==> src/rtl/instr_fetch_unit.sv <==
// Fetch stage: owns the PC, issues single-cycle requests to instruction memory and
// holds the fetched word for the core. Optional WAIT timeout enabled by FETCH_TIMEOUT_EN.
module instr_fetch_unit #(
    parameter logic [31:0] RESET_PC       = 32'h0000_0000,
    parameter int          TIMEOUT_CYCLES = 16
) (
    input  logic        clk_i,
    input  logic        rst_i,
    output logic        imem_req_o,
    output logic [31:0] imem_addr_o,
    input  logic        imem_rvalid_i,
    input  logic [31:0] imem_rdata_i,
    output logic [31:0] instr_o,
    output logic [6:0]  opcode_o,
    output logic [31:0] pc_o,
    output logic        instr_valid_o,
    input  logic        instr_ready_i,
    input  logic        branch_taken_i,
    input  logic [31:0] branch_target_i,
    output logic        fetch_err_o
);

    localparam logic [31:0] NOP = 32'h0000_0013;

    typedef enum logic [2:0] {
        IDLE,
        REQ,
        WAIT,
        VALID,
        ERR
    } state_t;

    state_t      state_reg, state_next;
    logic [31:0] pc_reg, pc_next;
    logic [31:0] instr_reg, instr_next;
    logic        err_reg, err_next;

`ifdef FETCH_TIMEOUT_EN
    localparam int CNT_W = $clog2(TIMEOUT_CYCLES + 1);
    localparam logic [CNT_W-1:0] CNT_LAST = CNT_W'(TIMEOUT_CYCLES - 1);
    logic [CNT_W-1:0] cnt_reg, cnt_next;
`endif

    always_ff @(posedge clk_i) begin
        if (rst_i) begin
            state_reg <= IDLE;
            pc_reg    <= RESET_PC;
            instr_reg <= NOP;
            err_reg   <= 1'b0;
        end else begin
            state_reg <= state_next;
            pc_reg    <= pc_next;
            instr_reg <= instr_next;
            err_reg   <= err_next;
        end
    end

`ifdef FETCH_TIMEOUT_EN
    always_ff @(posedge clk_i) begin
        if (rst_i) begin
            cnt_reg <= '0;
        end else begin
            cnt_reg <= cnt_next;
        end
    end
`endif

    always_comb begin
        state_next = state_reg;
        pc_next    = pc_reg;
        instr_next = instr_reg;
        err_next   = err_reg;
`ifdef FETCH_TIMEOUT_EN
        cnt_next   = cnt_reg;
`endif
        case (state_reg)
            IDLE: state_next = REQ;
            REQ: begin
                state_next = WAIT;
`ifdef FETCH_TIMEOUT_EN
                cnt_next   = '0;
`endif
            end
            WAIT: begin
                // A response always wins over a timeout expiring in the same cycle.
                if (imem_rvalid_i) begin
                    instr_next = imem_rdata_i;
                    state_next = VALID;
                end
`ifdef FETCH_TIMEOUT_EN
                else if (cnt_reg == CNT_LAST) begin
                    cnt_next   = cnt_reg + 1'b1;
                    err_next   = 1'b1;
                    state_next = ERR;
                end else begin
                    cnt_next   = cnt_reg + 1'b1;
                end
`endif
            end
            VALID: begin
                if (instr_ready_i) begin
                    if (branch_taken_i) begin
                        pc_next = branch_target_i;
                        if (branch_target_i[1:0] != 2'b00) begin
                            err_next   = 1'b1;
                            state_next = ERR;
                        end else begin
                            state_next = REQ;
                        end
                    end else begin
                        pc_next    = pc_reg + 32'd4;
                        state_next = REQ;
                    end
                end
            end
            ERR:     state_next = ERR;
            default: state_next = IDLE;
        endcase
    end

    assign imem_req_o    = (state_reg == REQ);
    assign imem_addr_o   = pc_reg;
    assign instr_o       = instr_reg;
    assign opcode_o      = instr_reg[6:0];
    assign pc_o          = pc_reg;
    assign instr_valid_o = (state_reg == VALID);
    assign fetch_err_o   = err_reg;

endmodule

==> config.mk <==
export PLATFORM = sky130hd
export DESIGN_NAME = instr_fetch_unit
export DESIGN_NICKNAME = d
export VERILOG_FILES = /design/src/rtl/instr_fetch_unit.sv
export SDC_FILE = /design/constraint.sdc
export NUM_CORES = 1
export LEC_CHECK = 0
export ABC_CLOCK_PERIOD_IN_PS = 1850
export CAP_MARGIN = 20
export CORE_UTILIZATION = 50
export DETAILED_ROUTE_END_ITERATION = 8
export DONT_BUFFER_PORTS = 1
export MAX_ROUTING_LAYER = met4
export PLACE_DENSITY = 0.73
export RECOVER_POWER = 25
export SETUP_SLACK_MARGIN = 0.5
export SLEW_MARGIN = 10
export SYNTH_ARGS = -nofsm -noshare
export SYNTH_HDL_FRONTEND = slang
export SYNTH_SLANG_ARGS = --single-unit
==> constraint.sdc <==
create_clock -name clk_i -period 1.85 [get_ports clk_i]
set_clock_uncertainty 0.05 [all_clocks]
set_input_delay 0.37 -clock clk_i [delete_from_list [all_inputs] [get_ports clk_i]]
set_output_delay 0.37 -clock clk_i [all_outputs]
set_load 0.01 [all_outputs]
== Word-level counts from Yosys, hierarchy flattened ==
Cells that the tools add are included.
Cells by class
  mux-type cells: 6
  reduce and logical (&&, ||, !) cells: 6
  shift-type cells: 0
  magnitude comparators: 0
  add/subtract/negate cells: 1
  equality and inequality tests: 6
  multiply operators: 0
  divide/modulo/power cells: 0
  bitwise gates (word level): 0
Operators with widths (number)
  32-bit by 3-bit adder with 32-bit output, second input constant: 1
  32-bit 2-to-1 mux: 1
  3-bit case mux with 5 select lines: 1
  3-bit 2-to-1 mux: 4
  3-bit by 2-bit == test with 1-bit output, second input constant: 2
  2-bit AND reduction: 3
  4-bit AND reduction: 1
  3-bit by 1-bit == test with 1-bit output, second input constant: 1
  3-bit == test, second input constant: 1
  3-bit logical NOT: 1
  2-bit by 1-bit != test with 1-bit output, second input constant: 1
  2-bit != test, second input constant: 1
  2-bit nonzero test: 1
Storage, ports and cells
  flip-flop bits (word level): 68
  output and inout port bits: 106
  memories: 0
  word-level logic and storage cells: 23
  ROM bits: 0
  bits of input ports: 69
  latch bits: 0
  memory bits (writable): 0

== Logic depth before layout (Yosys ltp) ==
Gate-level depths: netlist (run 1).
  word-level depth: 5
  gate-level depth with buffers: 7
  gate-level depth less buffers: 6

== Worst setup path after synthesis (run 1) ==
OpenSTA, ideal clock, no wires.
  path type: register to register
  start: reg pc_reg[2] (netlist: imem_addr_o[2])
  end: reg pc_reg[30] (netlist: imem_addr_o[30])
  stages on the path, launching flop included: 7
  library setup time: 0.127 ns
  slack: -0.217 ns
  arrival: 1.890 ns
  buffers on the path: 0
  data required time: 1.673 ns
  clock period less this slack: 2.067 ns
  cell sequence: dfxtp_1 > ha_1 > nand4_4 > nor4_4 > nand4_1 > and3_1 > or3_1
Between the ends
  cells in the longest elaborated chain, start to end: 2
RTL lines
  start, declared: RTL line 34  | logic [31:0] pc_reg, pc_next;
  start signal, assigned: RTL line 52  | pc_reg <= pc_next;
  32-bit by 3-bit adder with 32-bit output: RTL line 111  | pc_next = pc_reg + 32'd4;
  32-bit 2-to-1 mux: RTL line 102  | if (branch_taken_i) begin
No other way between the ends.
A chain may end at the register's enable or synchronous reset.

== Worst setup path after layout (run 1) ==
  start: reg pc_reg[3] (netlist: imem_addr_o[3])
  end: reg pc_reg[15] (netlist: imem_addr_o[15])
The elaborated chain is that of the path after synthesis.

==> tab_implementation.tex, run 1 <==
\begin{tabular}{lr}
\hline
Metric & Value \\
\hline
\multicolumn{2}{l}{\textbf{Timing}} \\
Final Setup Violations & 1 \\
Total negative setup slack & -0.0122 ns \\
Setup repair after global routing missed its margin & true \\
Max Clk Rate & 0.537 GHz \\
Final period util & 101\% \\
PnR worst setup slack & -0.0122 ns \\
Worst slew pin tran & 0.407 ns \\
Clock period minus worst slack & 1.86 ns \\
Final count of pins violating max slew & 0 \\
Minimum hold slack & 0.0386 ns \\
Final Hold Vio Count & 0 \\
Max-Slew Margin vs Limit & 72.8\% \\
\multicolumn{2}{l}{\textbf{CTS}} \\
Clk\_lat worst skew & 0.35 ns \\
CTS clk-pin slew, worst paths & 0.08 ns \\
H-tree depth & 3 \\
Num CTS Buffers & 9 \\
CTS sink cnt & 68 \\
CTS tree & built \\
Bufs on Longest Clock Path & 2 \\
Root Driver & sky130\_fd\_sc\_hd\_\_clkbuf\_8 \\
\multicolumn{2}{l}{\textbf{Cells and area}} \\
Post-layout nets & 588 \\
Area used by multi-input combinational logic & 2240 um\^{}2 \\
Area occupied by registers & 1410 um\^{}2 \\
Share of post-route cells with drive strength above 1 & 39.6\% \\
Final cell count without fillers & 619 \\
Post-route standard cell area excluding fillers & 5050 um\^{}2 \\
Diode insertion count for antenna repair & 0 \\
P\&R area growth vs syn & 37.9\% \\
Util after Layout & 72.7\% \\
Number of fillers in the final layout & 490 \\
\multicolumn{2}{l}{\textbf{Global routing}} \\
Maximum number of pins on one net before global-route repair & 72 \\
Number of global-route vias before repair & 3429 \\
Sum of overflow across all layers after global routing & 0 \\
Overall routing resource usage & 29.5\% \\
Antenna violations before repair & 0 \\
Wire length of the first global-routing pass & 16800 um \\
\multicolumn{2}{l}{\textbf{Worst setup path}} \\
WP data required & 2.08 ns \\
Count of buffering cells on the critical path with inverters included & 2 \\
Arrival time worst endpoint & 2.09 ns \\
Crit start category & flip-flop \\
Cell Chain, Critical Path & buf\_4 > buf\_6 > nand3b\_1 > or2\_4 > or4\_4 > a21o\_1 > a21oi\_1 \\
Largest delay share family, worst path & simple AND/OR/NAND/NOR gates \\
Critical path endpoint category & flip-flop \\
Worst Path Class, Setup & flip-flop to flip-flop \\
Maximum fanout along the worst path & 6 \\
Biggest cell delay along the critical path & 0.43 ns \\
Slowest library cell on the worst path & sky130\_fd\_sc\_hd\_\_or4\_4 \\
\multicolumn{2}{l}{\textbf{Run status}} \\
Violations in the final reports & negative setup slack \\
Status & finished, violations left \\
\multicolumn{2}{l}{\textbf{Power}} \\
Leak & 1.94 nW \\
Pwr per Cell Area & 652 nW/um\^{}2 \\
Power consumption & 3.29 mW \\
Worst vdd rail ir drop & 0.615 mV \\
\multicolumn{2}{l}{\textbf{Route}} \\
Number of routed nets with antenna violations & 0 \\
Final routed wirelength across all metal layers & 12900 um \\
Via count & 4003 \\
DRC violation count after routing & 0 \\
Count of TritonRoute iterations in the first routing pass & 6 \\
Wire length per cell & 20.9 um \\
Detailed-route vias per instance & 6.47 \\
Initial DRC count & 393 \\
\multicolumn{2}{l}{\textbf{Synthesis}} \\
Fraction of registers with async set/reset & 0\% \\
Mean instance size in the synthesized netlist & 7.56 um\^{}2 \\
Most used DFF post-synth & sky130\_fd\_sc\_hd\_\_dfxtp\_1 \\
Seq/Total Area, Yosys & 37.2\% \\
Number of enable flip-flop cells after synthesis & 0 \\
Synthesized netlist cell count & 484 \\
Yosys reg bits & 68 \\
Syn nets & 554 \\
Cell area after synthesis & 3660 um\^{}2 \\
Synth warnings & 0 \\
Synth cell types & 53 \\
\multicolumn{2}{l}{\textbf{Floorplanning}} \\
Number of ports placed on the die boundary & 175 \\
Die height & 87.6 um \\
Die boundary width & 87.6 um \\
Die area & 7670 um\^{}2 \\
Placeable core region & 6940 um\^{}2 \\
Starting Density & 52.7\% \\
Number of rows in the core area & 30 \\
\multicolumn{2}{l}{\textbf{Place}} \\
Global placer's final weighted congestion & 0.886 \\
Post-DP Area & 3840 um\^{}2 \\
Worst setup slack before clock tree synthesis & 0.0493 ns \\
Number of cells in the design after placement & 555 \\
Port-buffer cells & 0 \\
HPWL reported at the end of detailed placement & 7090 um \\
\multicolumn{2}{l}{\textbf{Job}} \\
Number of maximum-capacitance violations & 0 \\
\multicolumn{2}{l}{\textbf{Min path}} \\
Path type of the worst min-delay path & primary input to flip-flop \\
\hline
\end{tabular}
==> per-layer routing <==
layer	global-route usage (%)	vias to the layer above	share of wire, %
met5	-	-	0
met2	47.8	286	49
li1	-	1749	-
met4	12.2	0	3.1
met1	34.4	1920	38
met3	8.48	48	10
==> kinds of logic (layout without fill, tap and decap cells) <==
family	after synthesis	count (layout)	share of synthesized area, %
AND/OR/NAND/NOR	207	208	28.7
flip-flops	68	68	37.2
adder cells (fa/ha/maj)	1	1	0.342
AO/OA/AOI/OAI	122	122	19.6
buffers and inverters	79	117	12.3
multiplexers	7	7	1.91
==> synthesized netlist by cell type, drive strengths merged (2+ instances only) <==
cell | count | share of area [%]
inv | 4 | 0.41
nand2b | 3 | 0.51
nand3b | 5 | 1.0
clkbuf | 27 | 2.8
mux2i | 7 | 1.9
and3 | 8 | 1.4
or2 | 2 | 0.34
nor4 | 10 | 2.3
nor2b | 3 | 0.51
nor3b | 3 | 0.62
a31oi | 12 | 2.1
dfxtp | 68 | 37
o22ai | 6 | 1.0
or3 | 2 | 0.34
a22oi | 5 | 1.0
nand2 | 94 | 9.6
a21o | 2 | 0.41
a21oi | 60 | 8.2
a211oi | 7 | 1.4
o211ai | 2 | 0.41
buf | 48 | 9.1
o21ai | 17 | 2.3
and4 | 2 | 0.48
nor2 | 27 | 2.8
nand4 | 12 | 2.5
nand3 | 19 | 2.7
nand4b | 2 | 0.48
nor3 | 9 | 1.2
nor4b | 3 | 1.1
a31o | 3 | 0.72
==> where the power goes <==
| group | switching [mW] | total [mW] | internal [mW] |
|---|---|---|---|
| registers | 0.0608 | 1.56 | 1.50 |
| clock network | 0.633 | 1.34 | 0.712 |
| logic | 0.198 | 0.383 | 0.185 |
==> final timing paths <==
check                                   start                      endpoint  slack, ns  cells past startpoint
hold / removal                          rst_i     state_reg[2]$_SDFFE_PP0P_       0.04                      1
setup / recovery  imem_addr_o[3]$_SDFFE_PP0P_  imem_addr_o[15]$_SDFFE_PP0P_      -0.01                      7
setup reg to reg  imem_addr_o[3]$_SDFFE_PP0P_  imem_addr_o[15]$_SDFFE_PP0P_      -0.01                      7
hold reg to reg      fetch_err_o$_SDFFE_PP0P_      fetch_err_o$_SDFFE_PP0P_       0.44                      2
==> cells in the final DEF, fill, tap and decap left out, drive strengths merged, types with 5 or more instances in the layout <==
cell type / instances
clkbuf: 16
o22ai: 6
dfxtp: 68
buf: 89
a31oi: 12
nand4: 12
a21oi: 60
mux2i: 7
o21ai: 17
and3: 8
nor2: 27
nand3b: 5
nand3: 19
nor4: 10
a22oi: 5
a211oi: 7
nand2: 94
inv: 5
nor3: 9
==> cell type report <==
type	count	share of cell area [%]
flip-flops and latches	68	28.0
clock buffers	10	2.95
repair buffers	97	20.7
clock inverters	6	1.36
well taps	96	2.38
multi-input cells	338	44.3
inverters	4	0.298
==> worst register-to-register path, stage by stage (launching register included) <==
cell                       delay (ns)
sky130_fd_sc_hd__dfxtp_4         0.37
sky130_fd_sc_hd__buf_4           0.10
sky130_fd_sc_hd__buf_6           0.11
sky130_fd_sc_hd__nand3b_1        0.13
sky130_fd_sc_hd__or2_4           0.30
sky130_fd_sc_hd__or4_4           0.43
sky130_fd_sc_hd__a21o_1          0.18
sky130_fd_sc_hd__a21oi_1         0.13
==> timing repair <==
action,in CTS,in global routing
gates resized for setup,52,89
pin swaps,31,36
buffers inserted,26,11
hold endpoints to repair,0,2
hold buffers,0,1
gates cloned,4,6
setup endpoints to repair,74,82
Power figures use the tool's default switching activity.
==> run 2: changes to the inputs <==
--- a/config.mk
+++ b/config.mk
@@ -7,6 +7,7 @@
 export LEC_CHECK = 0
 export ABC_CLOCK_PERIOD_IN_PS = 1850
 export CAP_MARGIN = 20
+export CORE_ASPECT_RATIO = 0.7
 export CORE_UTILIZATION = 50
 export DETAILED_ROUTE_END_ITERATION = 8
 export DONT_BUFFER_PORTS = 1
==> run 2 against run 1 <==
  * The flow still finishes with violations (negative setup slack)
  * Utilization shrank 1.3 points
  * Design area shrank 2.3%
  * Fmax grew 0.62%
  * Cell count shrank 1.1%
  * Via count shrank 2.4%
  * Critical endpoint is now imem_addr_o[30]$_SDFFE_PP0P_
  * Largest cell class unchanged
  * Highest routed layer unchanged
==> tab_implementation.tex, run 2 (synthesis results as in run 1) <==
\begin{tabular}{lr}
\hline
Metric & Value \\
\hline
\multicolumn{2}{l}{\textbf{Job}} \\
Number of maximum-capacitance violations & 0 \\
\multicolumn{2}{l}{\textbf{Worst setup path}} \\
Arrival time worst endpoint & 2.03 ns \\
Largest delay share family, worst path & simple AND/OR/NAND/NOR gates \\
Cell Chain, Critical Path & nand4\_1 > nor4\_4 > nand4\_1 > and3\_1 > or3\_1 \\
Worst Path Class, Setup & flip-flop to flip-flop \\
Slowest library cell on the worst path & sky130\_fd\_sc\_hd\_\_nor4\_4 \\
Critical path endpoint category & flip-flop \\
Biggest cell delay along the critical path & 0.40 ns \\
Maximum fanout along the worst path & 2 \\
Crit start category & flip-flop \\
CP most frequent cell & sky130\_fd\_sc\_hd\_\_nand4\_1 \\
WP data required & 2.03 ns \\
Count of buffering cells on the critical path with inverters included & 0 \\
\multicolumn{2}{l}{\textbf{Place}} \\
HPWL reported at the end of detailed placement & 7080 um \\
Global placer's final weighted congestion & 0.919 \\
Port-buffer cells & 0 \\
Post-DP Area & 3800 um\^{}2 \\
\multicolumn{2}{l}{\textbf{Floorplanning}} \\
Number of rows in the core area & 25 \\
Starting Density & 52.9\% \\
Placeable core region & 6910 um\^{}2 \\
Number of ports placed on the die boundary & 175 \\
Die boundary width & 104 um \\
Die height & 73.6 um \\
Die area & 7670 um\^{}2 \\
\multicolumn{2}{l}{\textbf{Cells and area}} \\
Area used by multi-input combinational logic & 2230 um\^{}2 \\
Most frequent cells in the layout & 86 x sky130\_fd\_sc\_hd\_\_nand2\_1, 49 x sky130\_fd\_sc\_hd\_\_a21oi\_1, 48 x sky130\_fd\_sc\_hd\_\_dfxtp\_1, 48 x sky130\_fd\_sc\_hd\_\_buf\_4, 35 x sky130\_fd\_sc\_hd\_\_buf\_6 \\
Post-route standard cell area excluding fillers & 4930 um\^{}2 \\
P\&R area growth vs syn & 34.7\% \\
Share of post-route cells with drive strength above 1 & 38.2\% \\
Util after Layout & 71.3\% \\
Number of fillers in the final layout & 506 \\
Area occupied by registers & 1410 um\^{}2 \\
Diode insertion count for antenna repair & 0 \\
Post-layout nets & 583 \\
Most frequent standard cell in the layout excluding fill and tap cells & sky130\_fd\_sc\_hd\_\_nand2\_1 \\
\multicolumn{2}{l}{\textbf{Run status}} \\
Violations in the final reports & negative setup slack \\
Status & finished, violations left \\
\multicolumn{2}{l}{\textbf{Global routing}} \\
Antenna violations before repair & 0 \\
Wire length of the first global-routing pass & 16900 um \\
Overall routing resource usage & 29.3\% \\
Maximum number of pins on one net before global-route repair & 72 \\
Sum of overflow across all layers after global routing & 0 \\
Number of global-route vias before repair & 3336 \\
\multicolumn{2}{l}{\textbf{Power}} \\
Power consumption & 3.20 mW \\
Pwr per Cell Area & 650 nW/um\^{}2 \\
Leak & 1.90 nW \\
Worst vdd rail ir drop & 0.367 mV \\
\multicolumn{2}{l}{\textbf{Timing}} \\
Max Clk Rate & 0.540 GHz \\
Setup repair after global routing missed its margin & true \\
Final Setup Violations & 1 \\
Minimum hold slack & 0.0228 ns \\
Max-Slew Margin vs Limit & 59.1\% \\
Final Hold Vio Count & 0 \\
Clock period minus worst slack & 1.85 ns \\
Final count of pins violating max slew & 0 \\
Final period util & 100\% \\
PnR worst setup slack & -0.000749 ns \\
Worst slew pin tran & 0.613 ns \\
\multicolumn{2}{l}{\textbf{CTS}} \\
Clk\_lat worst skew & 0.35 ns \\
CTS sink cnt & 68 \\
H-tree depth & 3 \\
Root Driver & sky130\_fd\_sc\_hd\_\_clkbuf\_8 \\
CTS clk-pin slew, worst paths & 0.08 ns \\
Bufs on Longest Clock Path & 2 \\
Num CTS Buffers & 9 \\
CTS tree & built \\
\multicolumn{2}{l}{\textbf{Route}} \\
Initial DRC count & 326 \\
Top routing layer used & met4 \\
Final routed wirelength across all metal layers & 12400 um \\
Count of TritonRoute iterations in the first routing pass & 5 \\
DRC violation count after routing & 0 \\
Via count & 3905 \\
Routed length on met2 & 5710 um \\
Wire length per cell & 20.3 um \\
Detailed-route vias per instance & 6.38 \\
M1 WL & 5040 um \\
Number of routed nets with antenna violations & 0 \\
Total length of routed met3 wires & 1310 um \\
\multicolumn{2}{l}{\textbf{Min path}} \\
Path type of the worst min-delay path & primary input to flip-flop \\
\hline
\end{tabular}
## run 2: changes by cell type in the layout (fill, tap and decap cells not counted), sizes merged
cell and change:
dlygate4sd3 -1, clkbuf -1, clkinv -2, inv +2, and4b -1, buf -2
## run 2: through the flow
step,worst slack [ns],cells,setup TNS [ns]
5_1_grt,-0.0668,612,-0.147
3_5_place_dp,0.0238,550,0
3_3_place_gp,0.0711,550,0
6_report,-0.000749,612,-0.000749
2_1_floorplan,0.122,484,0
4_1_cts,0.0185,597,0
## run 2: worst paths after layout
kind / start / to / slack, ns / cells after the start
max: imem_addr_o[8]$_SDFFE_PP0P_ / imem_addr_o[30]$_SDFFE_PP0P_ / -0.0007 / 5
min: rst_i / imem_addr_o[1]$_SDFFE_PP0P_ / 0.02 / 1
max reg2reg: imem_addr_o[8]$_SDFFE_PP0P_ / imem_addr_o[30]$_SDFFE_PP0P_ / -0.0007 / 5
min reg2reg: instr_o[8]$_SDFFE_PP0P_ / instr_o[8]$_SDFFE_PP0P_ / 0.45 / 2
## run 2: area by class of cell
class	instances	area share, %
Timing Repair Buffer	93	19.3
Multi-Input combinational cell	337	45.1
Clock buffer	10	2.79
Clock inverter	6	1.42
Inverter	4	0.304
Sequential cell	68	28.6
Tap cell	94	2.39
## run 2: per-layer routing
layer	vias to the layer above	global-route usage [%]
met5	-	-
met4	0	9.21
met3	40	9.32
met2	260	45.1
met1	1864	36.8
li1	1741	-
## run 2: timing repair
action / 4_1_cts / 5_1_grt
hold buffers: 0 / 0
setup buffers: 28 / 11
endpoints found under the setup margin: 42 / 84
pin swaps: 32 / 50
cloned: 3 / 4
gates resized for setup: 62 / 79
## run 2: report_power, final
part	total, mW	switching, mW	internal, mW
Combinational	0.344	0.180	0.163
Clock	1.29	0.621	0.672
Sequential	1.57	0.0649	1.50
==> run 3: changes to the inputs <==
--- a/config.mk
+++ b/config.mk
@@ -5,14 +5,15 @@
 export SDC_FILE = /design/constraint.sdc
 export NUM_CORES = 1
 export LEC_CHECK = 0
-export ABC_CLOCK_PERIOD_IN_PS = 1850
+export ABC_CLOCK_PERIOD_IN_PS = 2400
 export CAP_MARGIN = 20
 export CORE_ASPECT_RATIO = 0.7
 export CORE_UTILIZATION = 50
+export CTS_CLUSTER_DIAMETER = 80
 export DETAILED_ROUTE_END_ITERATION = 8
 export DONT_BUFFER_PORTS = 1
 export MAX_ROUTING_LAYER = met4
-export PLACE_DENSITY = 0.73
+export PLACE_DENSITY = 0.7
 export RECOVER_POWER = 25
 export SETUP_SLACK_MARGIN = 0.5
 export SLEW_MARGIN = 10
==> constraint.sdc (replaced) <==
create_clock -name clk_i -period 2.4 [get_ports clk_i]
set_clock_uncertainty 0.05 [all_clocks]
set_input_delay 0.48 -clock clk_i [delete_from_list [all_inputs] [get_ports clk_i]]
set_output_delay 0.48 -clock clk_i [all_outputs]
set_load 0.01 [all_outputs]
==> run 3 against run 2 <==
  * The flow now finishes without violations
  * Critical path type unchanged
  * Highest routed layer unchanged
  * First-iteration DRC count up 3.4%
  * Utilization down 16 points
  * Largest power group unchanged
  * Cell count down 10%
==> tab_implementation.tex, run 3 (synthesis results as in run 1) <==
\begin{tabular}{lr}
\hline
Metric & Value \\
\hline
\multicolumn{2}{l}{\textbf{Run status}} \\
Status & complete, no violations \\
\multicolumn{2}{l}{\textbf{CTS}} \\
CTS clk-pin slew, worst paths & 0.08 ns \\
Clk\_lat worst skew & 0.35 ns \\
Bufs on Longest Clock Path & 2 \\
CTS tree & built \\
H-tree depth & 3 \\
Num CTS Buffers & 9 \\
CTS sink cnt & 68 \\
Root Driver & sky130\_fd\_sc\_hd\_\_clkbuf\_8 \\
\multicolumn{2}{l}{\textbf{Place}} \\
Port-buffer cells & 0 \\
Global placer's final weighted congestion & 0.881 \\
HPWL reported at the end of detailed placement & 6610 um \\
Number of cells in the design after placement & 528 \\
\multicolumn{2}{l}{\textbf{Route}} \\
Detailed-route vias per instance & 6.10 \\
Total length of routed met3 wires & 954 um \\
Count of TritonRoute iterations in the first routing pass & 5 \\
Wire length per cell & 17.7 um \\
Final routed wirelength across all metal layers & 9740 um \\
Routed length on met2 & 4190 um \\
M1 WL & 4460 um \\
Via count & 3353 \\
Initial DRC count & 337 \\
DRC violation count after routing & 0 \\
Number of routed nets with antenna violations & 0 \\
Top routing layer used & met4 \\
\multicolumn{2}{l}{\textbf{Worst setup path}} \\
Crit start category & flip-flop \\
Critical path endpoint category & flip-flop \\
Arrival time worst endpoint & 2.11 ns \\
WP data required & 2.58 ns \\
Timing startpoint of the critical path & imem\_addr\_o[22]\$\_SDFFE\_PP0P\_ \\
RR Startpoint & imem\_addr\_o[22]\$\_SDFFE\_PP0P\_ \\
Maximum fanout along the worst path & 8 \\
Worst Path Class, Setup & flip-flop to flip-flop \\
\multicolumn{2}{l}{\textbf{Global routing}} \\
Wire length of the first global-routing pass & 14700 um \\
Sum of overflow across all layers after global routing & 0 \\
Antenna violations before repair & 0 \\
Maximum number of pins on one net before global-route repair & 72 \\
Overall routing resource usage & 25.3\% \\
Number of global-route vias before repair & 2863 \\
\multicolumn{2}{l}{\textbf{Power}} \\
Pwr per Cell Area & 614 nW/um\^{}2 \\
Leak & 1.35 nW \\
Power consumption & 2.37 mW \\
Worst vdd rail ir drop & 0.324 mV \\
Part of the power in registers & 51.6\% \\
Power share of the clock group & 41.8\% \\
Portion of total power attributed to combinational logic & 6.5\% \\
Internal power summed over all cells & 1.72 mW \\
Net switching share of the total power & 27.2\% \\
Switching power & 0.643 mW \\
\multicolumn{2}{l}{\textbf{Cells and area}} \\
Most frequent cells in the layout & 94 x sky130\_fd\_sc\_hd\_\_nand2\_1, 64 x sky130\_fd\_sc\_hd\_\_dfxtp\_1, 60 x sky130\_fd\_sc\_hd\_\_a21oi\_1 \\
Most frequent standard cell in the layout excluding fill and tap cells & sky130\_fd\_sc\_hd\_\_nand2\_1 \\
Final cell count without fillers & 550 \\
Diode insertion count for antenna repair & 0 \\
Area occupied by registers & 1370 um\^{}2 \\
Number of fillers in the final layout & 648 \\
Post-layout nets & 521 \\
Area used by multi-input combinational logic & 1890 um\^{}2 \\
Share of post-route cells with drive strength above 1 & 14.0\% \\
P\&R area growth vs syn & 5.30\% \\
\multicolumn{2}{l}{\textbf{Floorplanning}} \\
Starting Density & 52.9\% \\
Die height & 73.6 um \\
Die boundary width & 104 um \\
Die area & 7670 um\^{}2 \\
Placeable core region & 6910 um\^{}2 \\
Number of ports placed on the die boundary & 175 \\
Number of rows in the core area & 25 \\
\multicolumn{2}{l}{\textbf{Timing}} \\
Max Clk Rate & 0.518 GHz \\
Max-Slew Margin vs Limit & 70.6\% \\
Final Setup Violations & 0 \\
Final period util & 80.5\% \\
Final count of pins violating max slew & 0 \\
Clock period minus worst slack & 1.93 ns \\
Worst slew pin tran & 0.439 ns \\
Final Hold Vio Count & 0 \\
Setup repair after global routing missed its margin & true \\
Total negative setup slack & 0 ns \\
\multicolumn{2}{l}{\textbf{Min path}} \\
Path type of the worst min-delay path & primary input to flip-flop \\
Startpoint of the worst hold path & rst\_i \\
\multicolumn{2}{l}{\textbf{Job}} \\
Number of maximum-capacitance violations & 0 \\
\hline
\end{tabular}
-- run 3: final timing paths --
path	to	slack, ns	cells after the start
max reg2reg	imem_addr_o[30]$_SDFFE_PP0P_	0.47	5
max	imem_addr_o[30]$_SDFFE_PP0P_	0.47	5
min reg2reg	instr_o[8]$_SDFFE_PP0P_	0.45	2
min	imem_addr_o[20]$_SDFFE_PP0P_	0.14	1
-- run 3: metrics by stage --
| stage | util [%] | setup WS [ns] | area, um^2 | hold slack, ns |
|---|---|---|---|---|
| after floorplan | - | 0.515 | 3670 | 0.420 |
| after global placement | 51.5 | 0.314 | 3560 | 0.429 |
| after detailed placement | 51.5 | 0.283 | 3560 | 0.436 |
| after CTS | 54.8 | 0.438 | 3780 | 0.114 |
| after global routing | 55.7 | 0.364 | 3850 | 0.111 |
| final | 55.7 | 0.469 | 3850 | 0.141 |
-- run 3: power by group through the flow --
stage	Clock, mW	Sequential, mW	Combinational, mW
floorplan	0	1.23	0.179
global placement	0	1.25	0.149
detailed placement	0	1.25	0.153
CTS	1.02	1.22	0.154
global route	1.07	1.23	0.175
finish	0.991	1.22	0.155
-- run 3: critical path, stage by stage (launching register included) --
cell and delay (ns):
sky130_fd_sc_hd__dfxtp_1 0.58, sky130_fd_sc_hd__nand4_1 0.25, sky130_fd_sc_hd__nor2_1 0.26, sky130_fd_sc_hd__nand4_1 0.15, sky130_fd_sc_hd__and3_1 0.20, sky130_fd_sc_hd__or3_1 0.33
-- run 3: per-layer routing --
layer	global-route usage [%]	up-vias
li1	-	1617
met1	33.8	1562
met2	35.1	162
met3	8.61	12
met4	9.37	0
met5	-	-
-- run 3: cell type report --
class / instances / share of cell area, %
clock buffer: 9 / 3.21
clock inverter: 7 / 2.14
inverter: 4 / 0.390
multi-input combinational: 337 / 49.1
sequential: 68 / 35.6
tap: 94 / 3.05
timing repair buffer: 31 / 6.46
-- run 3: timing repair --
item | in CTS | in global routing
setup endpoints to repair | 8 | 14
cloned | 0 | 0
pin swaps | 2 | 7
buffers inserted | 1 | 5
resized for setup | 3 | 10
hold buffers | 0 | 0
hold endpoints to repair | 0 | 0
